## src/rtl/score_display.sv

```systemverilog
// Score to two-digit 7-segment display: saturating binary->BCD double-dabble, then multiplexed digit drive.
// Conversion takes 7 busy cycles with done one cycle later; strobes arriving while busy or done are dropped.
module score_display #(
  parameter int REFRESH_DIV = 10
) (
  input  logic       clk,
  input  logic       reset,
  input  logic [6:0] score,
  input  logic       score_valid,
  output logic       busy,
  output logic       done,
  output logic [3:0] tens,
  output logic [3:0] ones,
  output logic [6:0] seg,
  output logic [1:0] dig_sel
);

  localparam int CW = $clog2(REFRESH_DIV);
  localparam logic [CW-1:0] REFRESH_LAST = CW'(REFRESH_DIV - 1);

  typedef enum logic [1:0] {IDLE, CONVERT, DONE} state_t;

  state_t        state, state_nxt;
  logic [14:0]   work, work_nxt, work_adj;
  logic [2:0]    iter, iter_nxt;
  logic [3:0]    tens_nxt, ones_nxt;
  logic [6:0]    score_sat;
  logic [CW-1:0] refresh_cnt;
  logic [3:0]    digit;
  logic          blank;

  assign score_sat = (score > 7'd99) ? 7'd99 : score;
  assign busy      = (state == CONVERT);
  assign done      = (state == DONE);

  // Add-3 correction on both BCD nibbles before each shift.
  always_comb begin
    work_adj = work;
    if (work[14:11] >= 4'd5) work_adj[14:11] = work[14:11] + 4'd3;
    if (work[10:7]  >= 4'd5) work_adj[10:7]  = work[10:7]  + 4'd3;
  end

  always_comb begin
    state_nxt = state;
    work_nxt  = work;
    iter_nxt  = iter;
    tens_nxt  = tens;
    ones_nxt  = ones;
    case (state)
      IDLE: begin
        if (score_valid) begin
          state_nxt = CONVERT;
          work_nxt  = {8'd0, score_sat};
          iter_nxt  = 3'd0;
        end
      end
      CONVERT: begin
        work_nxt = {work_adj[13:0], 1'b0};
        if (iter == 3'd6) begin
          // Digits load on the same edge as the final shift so they are valid alongside done.
          state_nxt = DONE;
          iter_nxt  = 3'd0;
          tens_nxt  = work_nxt[14:11];
          ones_nxt  = work_nxt[10:7];
        end else begin
          iter_nxt = iter + 3'd1;
        end
      end
      DONE:    state_nxt = IDLE;
      default: state_nxt = IDLE;
    endcase
  end

  always_ff @(posedge clk or negedge reset) begin
    if (!reset) begin
      state <= IDLE;
      work  <= '0;
      iter  <= '0;
      tens  <= '0;
      ones  <= '0;
    end else begin
      state <= state_nxt;
      work  <= work_nxt;
      iter  <= iter_nxt;
      tens  <= tens_nxt;
      ones  <= ones_nxt;
    end
  end

  always_ff @(posedge clk or negedge reset) begin
    if (!reset) begin
      refresh_cnt <= '0;
      dig_sel     <= 2'b01;
    end else if (refresh_cnt == REFRESH_LAST) begin
      refresh_cnt <= '0;
      dig_sel     <= {dig_sel[0], dig_sel[1]};
    end else begin
      refresh_cnt <= refresh_cnt + CW'(1);
    end
  end

  assign digit = dig_sel[1] ? tens : ones;
  assign blank = dig_sel[1] && (tens == 4'd0);

  always_comb begin
    seg = 7'h00;
    if (!blank) begin
      case (digit)
        4'd0:    seg = 7'h3F;
        4'd1:    seg = 7'h06;
        4'd2:    seg = 7'h5B;
        4'd3:    seg = 7'h4F;
        4'd4:    seg = 7'h66;
        4'd5:    seg = 7'h6D;
        4'd6:    seg = 7'h7D;
        4'd7:    seg = 7'h07;
        4'd8:    seg = 7'h7F;
        4'd9:    seg = 7'h6F;
        default: seg = 7'h00;
      endcase
    end
  end

endmodule

```

## config.mk

```make
export PLATFORM = sky130hd
export DESIGN_NAME = score_display
export DESIGN_NICKNAME = d
export VERILOG_FILES = /design/src/rtl/score_display.sv
export SDC_FILE = /design/constraint.sdc
export NUM_CORES = 1
export LEC_CHECK = 0
export BUFFER_PORTS_ARGS = -buffer_cell sky130_fd_sc_hd__buf_2
export CORE_MARGIN = 10
export CORE_UTILIZATION = 32
export DETAILED_ROUTE_END_ITERATION = 8
export GPL_TIMING_DRIVEN = 0
export PLACE_DENSITY = 0.52
export SKIP_CTS_REPAIR_TIMING = 1
export SYNTH_ARGS = -nofsm -noshare
export SYNTH_HDL_FRONTEND = slang
export SYNTH_SLANG_ARGS = --single-unit
```

## constraint.sdc

```tcl
create_clock -name clk -period 4.8 [get_ports clk]
set_input_delay 0.72 -clock clk [delete_from_list [all_inputs] [get_ports clk]]
set_output_delay 0.72 -clock clk [all_outputs]
set_load 0.05 [all_outputs]
```

=== After elaboration in Yosys (flattened, before gate mapping) ===
Memory sizes are Yosys's and may differ from the RTL's.
Index checks and enable logic that the tools add are counted.

* Register bits after elaboration: 34
* Bits in read-only memories: 112
* Input port bits: 10
* Word-level logic and storage cells: 42
* Memories kept: 1

* $add $sub $neg: 4
* $lt $le $gt $ge: 3
* Equal/unequal tests: 6
* Muxes and demuxes: 14
* Reduce and logical (&&, ||, !) cells: 7

{| class="wikitable"
|+ Memory list
! name !! depth !! width !! rd ports !! clocked after memory_dff !! wr ports !! RTL line !! source
|-
| (name not given) || 16 || 7 || 1 || 0 || 0 || 108 || <nowiki>case (digit)</nowiki>
|}

{| class="wikitable"
|+ Operators by type and width
! cell !! count
|-
| one-hot mux 15 bit (2 select lines) || 1
|-
| 2-to-1 mux 15 bit || 1
|-
| 2-to-1 mux 7 bit || 2
|-
| 2-to-1 mux 4 bit || 3
|-
| 2-to-1 mux 3 bit || 3
|-
| >= comparator 4 x 3 -> 1 bit (second input constant) || 2
|-
| greater-than comparator 7 bit (second input constant) || 1
|-
| one-hot mux 3 bit (2 select lines) || 1
|-
| AND reduction 2 bit || 3
|-
| adder 4 x 1 -> 4 bit (second input constant) || 1
|-
| adder 4 x 2 -> 4 bit (second input constant) || 1
|-
| equality test 4 bit (second input constant) || 1
|-
| logical NOT 4 bit || 1
|-
| 2-to-1 mux 2 bit || 2
|-
| one-hot mux 2 bit (2 select lines) || 1
|-
| adder 3 x 1 -> 3 bit (second input constant) || 1
|-
| adder 3 x 2 -> 3 bit (second input constant) || 1
|-
| equality test 3 bit (second input constant) || 1
|-
| equality test 2 x 1 -> 1 bit (second input constant) || 1
|-
| equality test 2 bit (second input constant) || 1
|-
| logical NOT 2 bit || 1
|-
| inequality test 2 x 1 -> 1 bit (second input constant) || 1
|-
| inequality test 2 bit (second input constant) || 1
|-
| nonzero test 2 bit || 1
|-
| logical AND 1 bit || 1
|}

=== Depth between registers and ports, before layout ===
* Depth in word-level cells: 4
* Mapped depth: 7

=== Worst setup path before layout ===
No wires, ideal clock.

* Path type: reg-to-output
* Start point: reg dig_sel[1]
* End point: out seg[4]
* Arrival time: 2732 ps
* Setup slack: 1348 ps
* Stages on the path, launching flop included: 7
* Cell sequence: dfrtp_1 > buf_6 > mux2_2 > inv_1 > ha_1 > mux2i_1 > o31ai_1

* Word-level cells in the longest chain between the ends: 3
* Elaborated cells on any way between the ends: 4
* Classes of those cells: mux (2); reduce/logical (1); memory (1)

{| class="wikitable"
|+ Ends and longest elaborated chain
! what !! RTL line !! source
|-
| start: declaration || 15 || <nowiki>output logic [1:0] dig_sel</nowiki>
|-
| start signal: assignment || 96 || <nowiki>dig_sel <= {dig_sel[0], dig_sel[1]};</nowiki>
|-
| 2-to-1 mux 4 bit || 102 || <nowiki>assign digit = dig_sel[1] ? tens : ones;</nowiki>
|-
| memory (16 x 7 bit) || - ||
|-
| 2-to-1 mux 7 bit (*) || 107 || <nowiki>if (!blank) begin</nowiki>
|-
| end: declaration || 14 || <nowiki>output logic [6:0] seg,</nowiki>
|}

Every way passes the cells marked *; elsewhere a longest branch is shown, timed or not.

=== Worst setup path in the final report ===
* Start point: reg dig_sel[1]
* End point: out seg[5]

Same word-level chain as after synthesis.

==> impl_metrics.json <==
{
  "global_route.overflow_total": 0,
  "dp_hpwl_um": 3070,
  "yosysTopAreaCellShare_pct": 43.6,
  "floorplan.io_pins": 29,
  "slew-limit-headroom_pct": 50.2,
  "worstPathMaxFanout": 9,
  "timing.final.ws_setup_ps": 1800,
  "layout.core_utilization_pct": 39.4,
  "measured_slew_at_the_worst_slew_check_pin_ps": 747,
  "timing.clock.skew_ps": 13.2,
  "synthCells": 193,
  "postRouteWirelength_um": 4120,
  "post-layout-total-power_mw": 1.67,
  "drcViolationCount": 0,
  "antennaDiodeCount": 0,
  "gr-usage-all-layers_pct": 8.67,
  "setup_viol_count_final": 0,
  "synth_nets": 211,
  "synthArstFlopShare_pct": 100,
  "buffer_ports.inserted": 28,
  "sequential_cell_area_fraction_in_the_yosys_report_pct": 45.0,
  "finalSetupTns_ps": 0,
  "holdWs_ps": 500,
  "syn_to_final_growth_pct": 16.7,
  "required_ps": 4080,
  "setup.worst_path.start_class": "flip-flop",
  "wl_met3_um": 214,
  "finish.net_count": 246,
  "yosysUniqueCellTypes": 39,
  "peakVddDrop_uv": 349,
  "placeableCoreArea_um2": 5610,
  "routed_met2_length_um": 1760,
  "insertion_delay_ps": 280,
  "clock_path_buffers": 2,
  "synth_seq_cells": 34,
  "layout-drive-gt1-share_pct": 25.3,
  "clkSinkCount": 34,
  "routed_wire_length_per_instance_um": 13.7,
  "endpoint_kind": "primary output",
  "timing_max_transition_violations_final": 0,
  "grt_pass1_vias": 1460,
  "finalHoldViolations": 0,
  "rsz0062_at_grt": "no",
  "final_cells": 301,
  "dp.cells": 293,
  "synth_area_um2": 1890,
  "hold_path.class": "in2async",
  "clk_pin_slew_worst_paths_ps": 70,
  "routed-via-count": 1448,
  "fin_crit_sh_pct": 62.4,
  "syn_area_per_cell_um2": 9.81,
  "yosys_most_used_dff": "sky130_fd_sc_hd__dfrtp_1",
  "grt_start_max_net_pins": 35,
  "cts_buffers": 5,
  "initialDrtViolationCount": 89,
  "grt_first_pass_wirelength_um": 7020,
  "synthesis.yosys.warnings": 0,
  "cap_viol_max_count": 0,
  "synth.top_cells.by_area": "sky130_fd_sc_hd__dfrtp_1 (44%), sky130_fd_sc_hd__ha_1 (5.3%), sky130_fd_sc_hd__o21ai_0 (5.0%)",
  "worst_slack_placed_ps": 2110,
  "pwr_density_cell_nw_per_um2": 755,
  "clock-root-buffer": "sky130_fd_sc_hd__clkbuf_8",
  "start_util_pct": 33.8,
  "core.rowCount": 27,
  "cellLeakagePower_nw": 1.02,
  "dieWidth_um": 96.9,
  "antenna_left": 0,
  "finalInstanceArea_um2": 2210,
  "worstPathArrival_ps": 2280,
  "m1WireLength_um": 2130,
  "layout_min_cycle_time_ps": 3000,
  "synth_area_leader_cell": "sky130_fd_sc_hd__dfrtp_1",
  "die_h_um": 96.9,
  "routed_via_density": 4.81,
  "highest-signal-layer": "met4",
  "dr.pass1.iters": 4,
  "cts_max_level": 2,
  "highest_clock_frequency_the_design_can_meet_mhz": 334,
  "number_of_flops_mapped_to_enable_cells_by_yosys": 0,
  "cts_tree": "built",
  "globalplace.congestion": 0.746,
  "grt_antenna_before_repair": 0,
  "status": "finished clean",
  "die_area_um2": 9390,
  "worst_setup_path_category": "reg2out",
  "placed_cell_area_um2": 2120
}
## worst max-delay path, cell delays in order, from the launching register on
cell	delay (ps)
sky130_fd_sc_hd__dfrtp_1	370
sky130_fd_sc_hd__buf_6	160
sky130_fd_sc_hd__mux2_2	400
sky130_fd_sc_hd__inv_1	100
sky130_fd_sc_hd__ha_1	210
sky130_fd_sc_hd__nor2_1	60
sky130_fd_sc_hd__a2111oi_0	300
sky130_fd_sc_hd__or2_1	140
sky130_fd_sc_hd__buf_2	250
## report_power, final
group          leakage, nW  internal, mW  switching, mW  total [mW]
sequential           0.421         0.393          0.108       0.501
combinational        0.553         0.314          0.648       0.962
clock               0.0452         0.102          0.102       0.204
total                 1.02         0.809          0.858        1.67
## final timing paths
path	start	to	slack (ps)	cells after the start
min in group clk	work[12]	work[12]	520	1
min reg2reg	work[12]	work[12]	520	1
max reg2reg	work[7]	work[9]	3160	6
max	dig_sel[1]	seg[5]	1800	8
max in group asynchronous	reset	work[8]	3810	1
min	reset	refresh_cnt[2]	500	1
## per-layer routing
layer,up-vias,global-route usage [%]
li1,748,-
met2,32,12.8
met1,666,11.5
met3,2,3.69
met5,-,0
met4,0,1.69
## state kept, by name (all words and copies together) (netlist names)
register,flops
dig_sel,2
iter,3
ones,4
refresh_cnt,4
state,2
tens,4
work,15
## cells in the mapped netlist, types with 3 or more instances
| cell | n |
|---|---|
| sky130_fd_sc_hd__mux2_2 | 8 |
| sky130_fd_sc_hd__nand2_1 | 13 |
| sky130_fd_sc_hd__a22o_1 | 4 |
| sky130_fd_sc_hd__a21oi_1 | 14 |
| sky130_fd_sc_hd__mux2i_1 | 4 |
| sky130_fd_sc_hd__nand2b_1 | 6 |
| sky130_fd_sc_hd__nand3_1 | 3 |
| sky130_fd_sc_hd__ha_1 | 8 |
| sky130_fd_sc_hd__inv_1 | 12 |
| sky130_fd_sc_hd__o21ai_0 | 19 |
| sky130_fd_sc_hd__nor2_1 | 18 |
| sky130_fd_sc_hd__xnor2_1 | 3 |
| sky130_fd_sc_hd__dfrtp_1 | 33 |
| sky130_fd_sc_hd__nor2b_1 | 5 |
| sky130_fd_sc_hd__nor3_1 | 6 |
## layout by cell type, fill, tap and decap left out, types with 2 or more instances in the layout
master and count:
sky130_fd_sc_hd__dfrtp_1 33, sky130_fd_sc_hd__buf_2 30, sky130_fd_sc_hd__o21ai_0 19, sky130_fd_sc_hd__nor2_1 18
sky130_fd_sc_hd__a21oi_1 14, sky130_fd_sc_hd__nand2_1 13, sky130_fd_sc_hd__inv_1 12, sky130_fd_sc_hd__mux2_2 8
sky130_fd_sc_hd__ha_1 8, sky130_fd_sc_hd__nand2b_1 6, sky130_fd_sc_hd__nor3_1 6, sky130_fd_sc_hd__nor2b_1 5
sky130_fd_sc_hd__clkbuf_8 5, sky130_fd_sc_hd__mux2i_1 4, sky130_fd_sc_hd__a22o_1 4, sky130_fd_sc_hd__xnor2_1 3
sky130_fd_sc_hd__nand3_1 3, sky130_fd_sc_hd__clkbuf_1 3, sky130_fd_sc_hd__buf_6 2, sky130_fd_sc_hd__mux2_4 2
sky130_fd_sc_hd__or2_1 2, sky130_fd_sc_hd__o31ai_1 2, sky130_fd_sc_hd__buf_4 2, sky130_fd_sc_hd__a21o_1 2
sky130_fd_sc_hd__or3b_2 2, sky130_fd_sc_hd__a31oi_1 2, sky130_fd_sc_hd__nor3b_1 2, sky130_fd_sc_hd__a22oi_1 2
sky130_fd_sc_hd__a222oi_1 2
## area by class of cell
type                    count  area (um^2)
repair buffers             28          140
multi-input cells         139          941
plain buffers               8         55.1
fillers                   605         3400
well taps                  72         90.1
flip-flops and latches     34          852
inverters                  12         45.0
clock inverters             2         13.8
clock buffers               6         72.6
## logic make-up (layout without fill, tap and decap cells)
| kind of cell | after synthesis | count (layout) | share of synthesized area (%) |
|---|---|---|---|
| XOR/XNOR | 3 | 3 | 1.39 |
| AO/OA/AOI/OAI | 50 | 50 | 16.1 |
| multiplexers | 14 | 14 | 8.46 |
| AND/OR/NAND/NOR | 64 | 64 | 18.4 |
| adder cells (fa/ha/maj) | 8 | 8 | 5.29 |
| flip-flops | 34 | 34 | 45.0 |
| buffers and inverters | 20 | 56 | 5.29 |
Power figures use the tool's default switching activity.
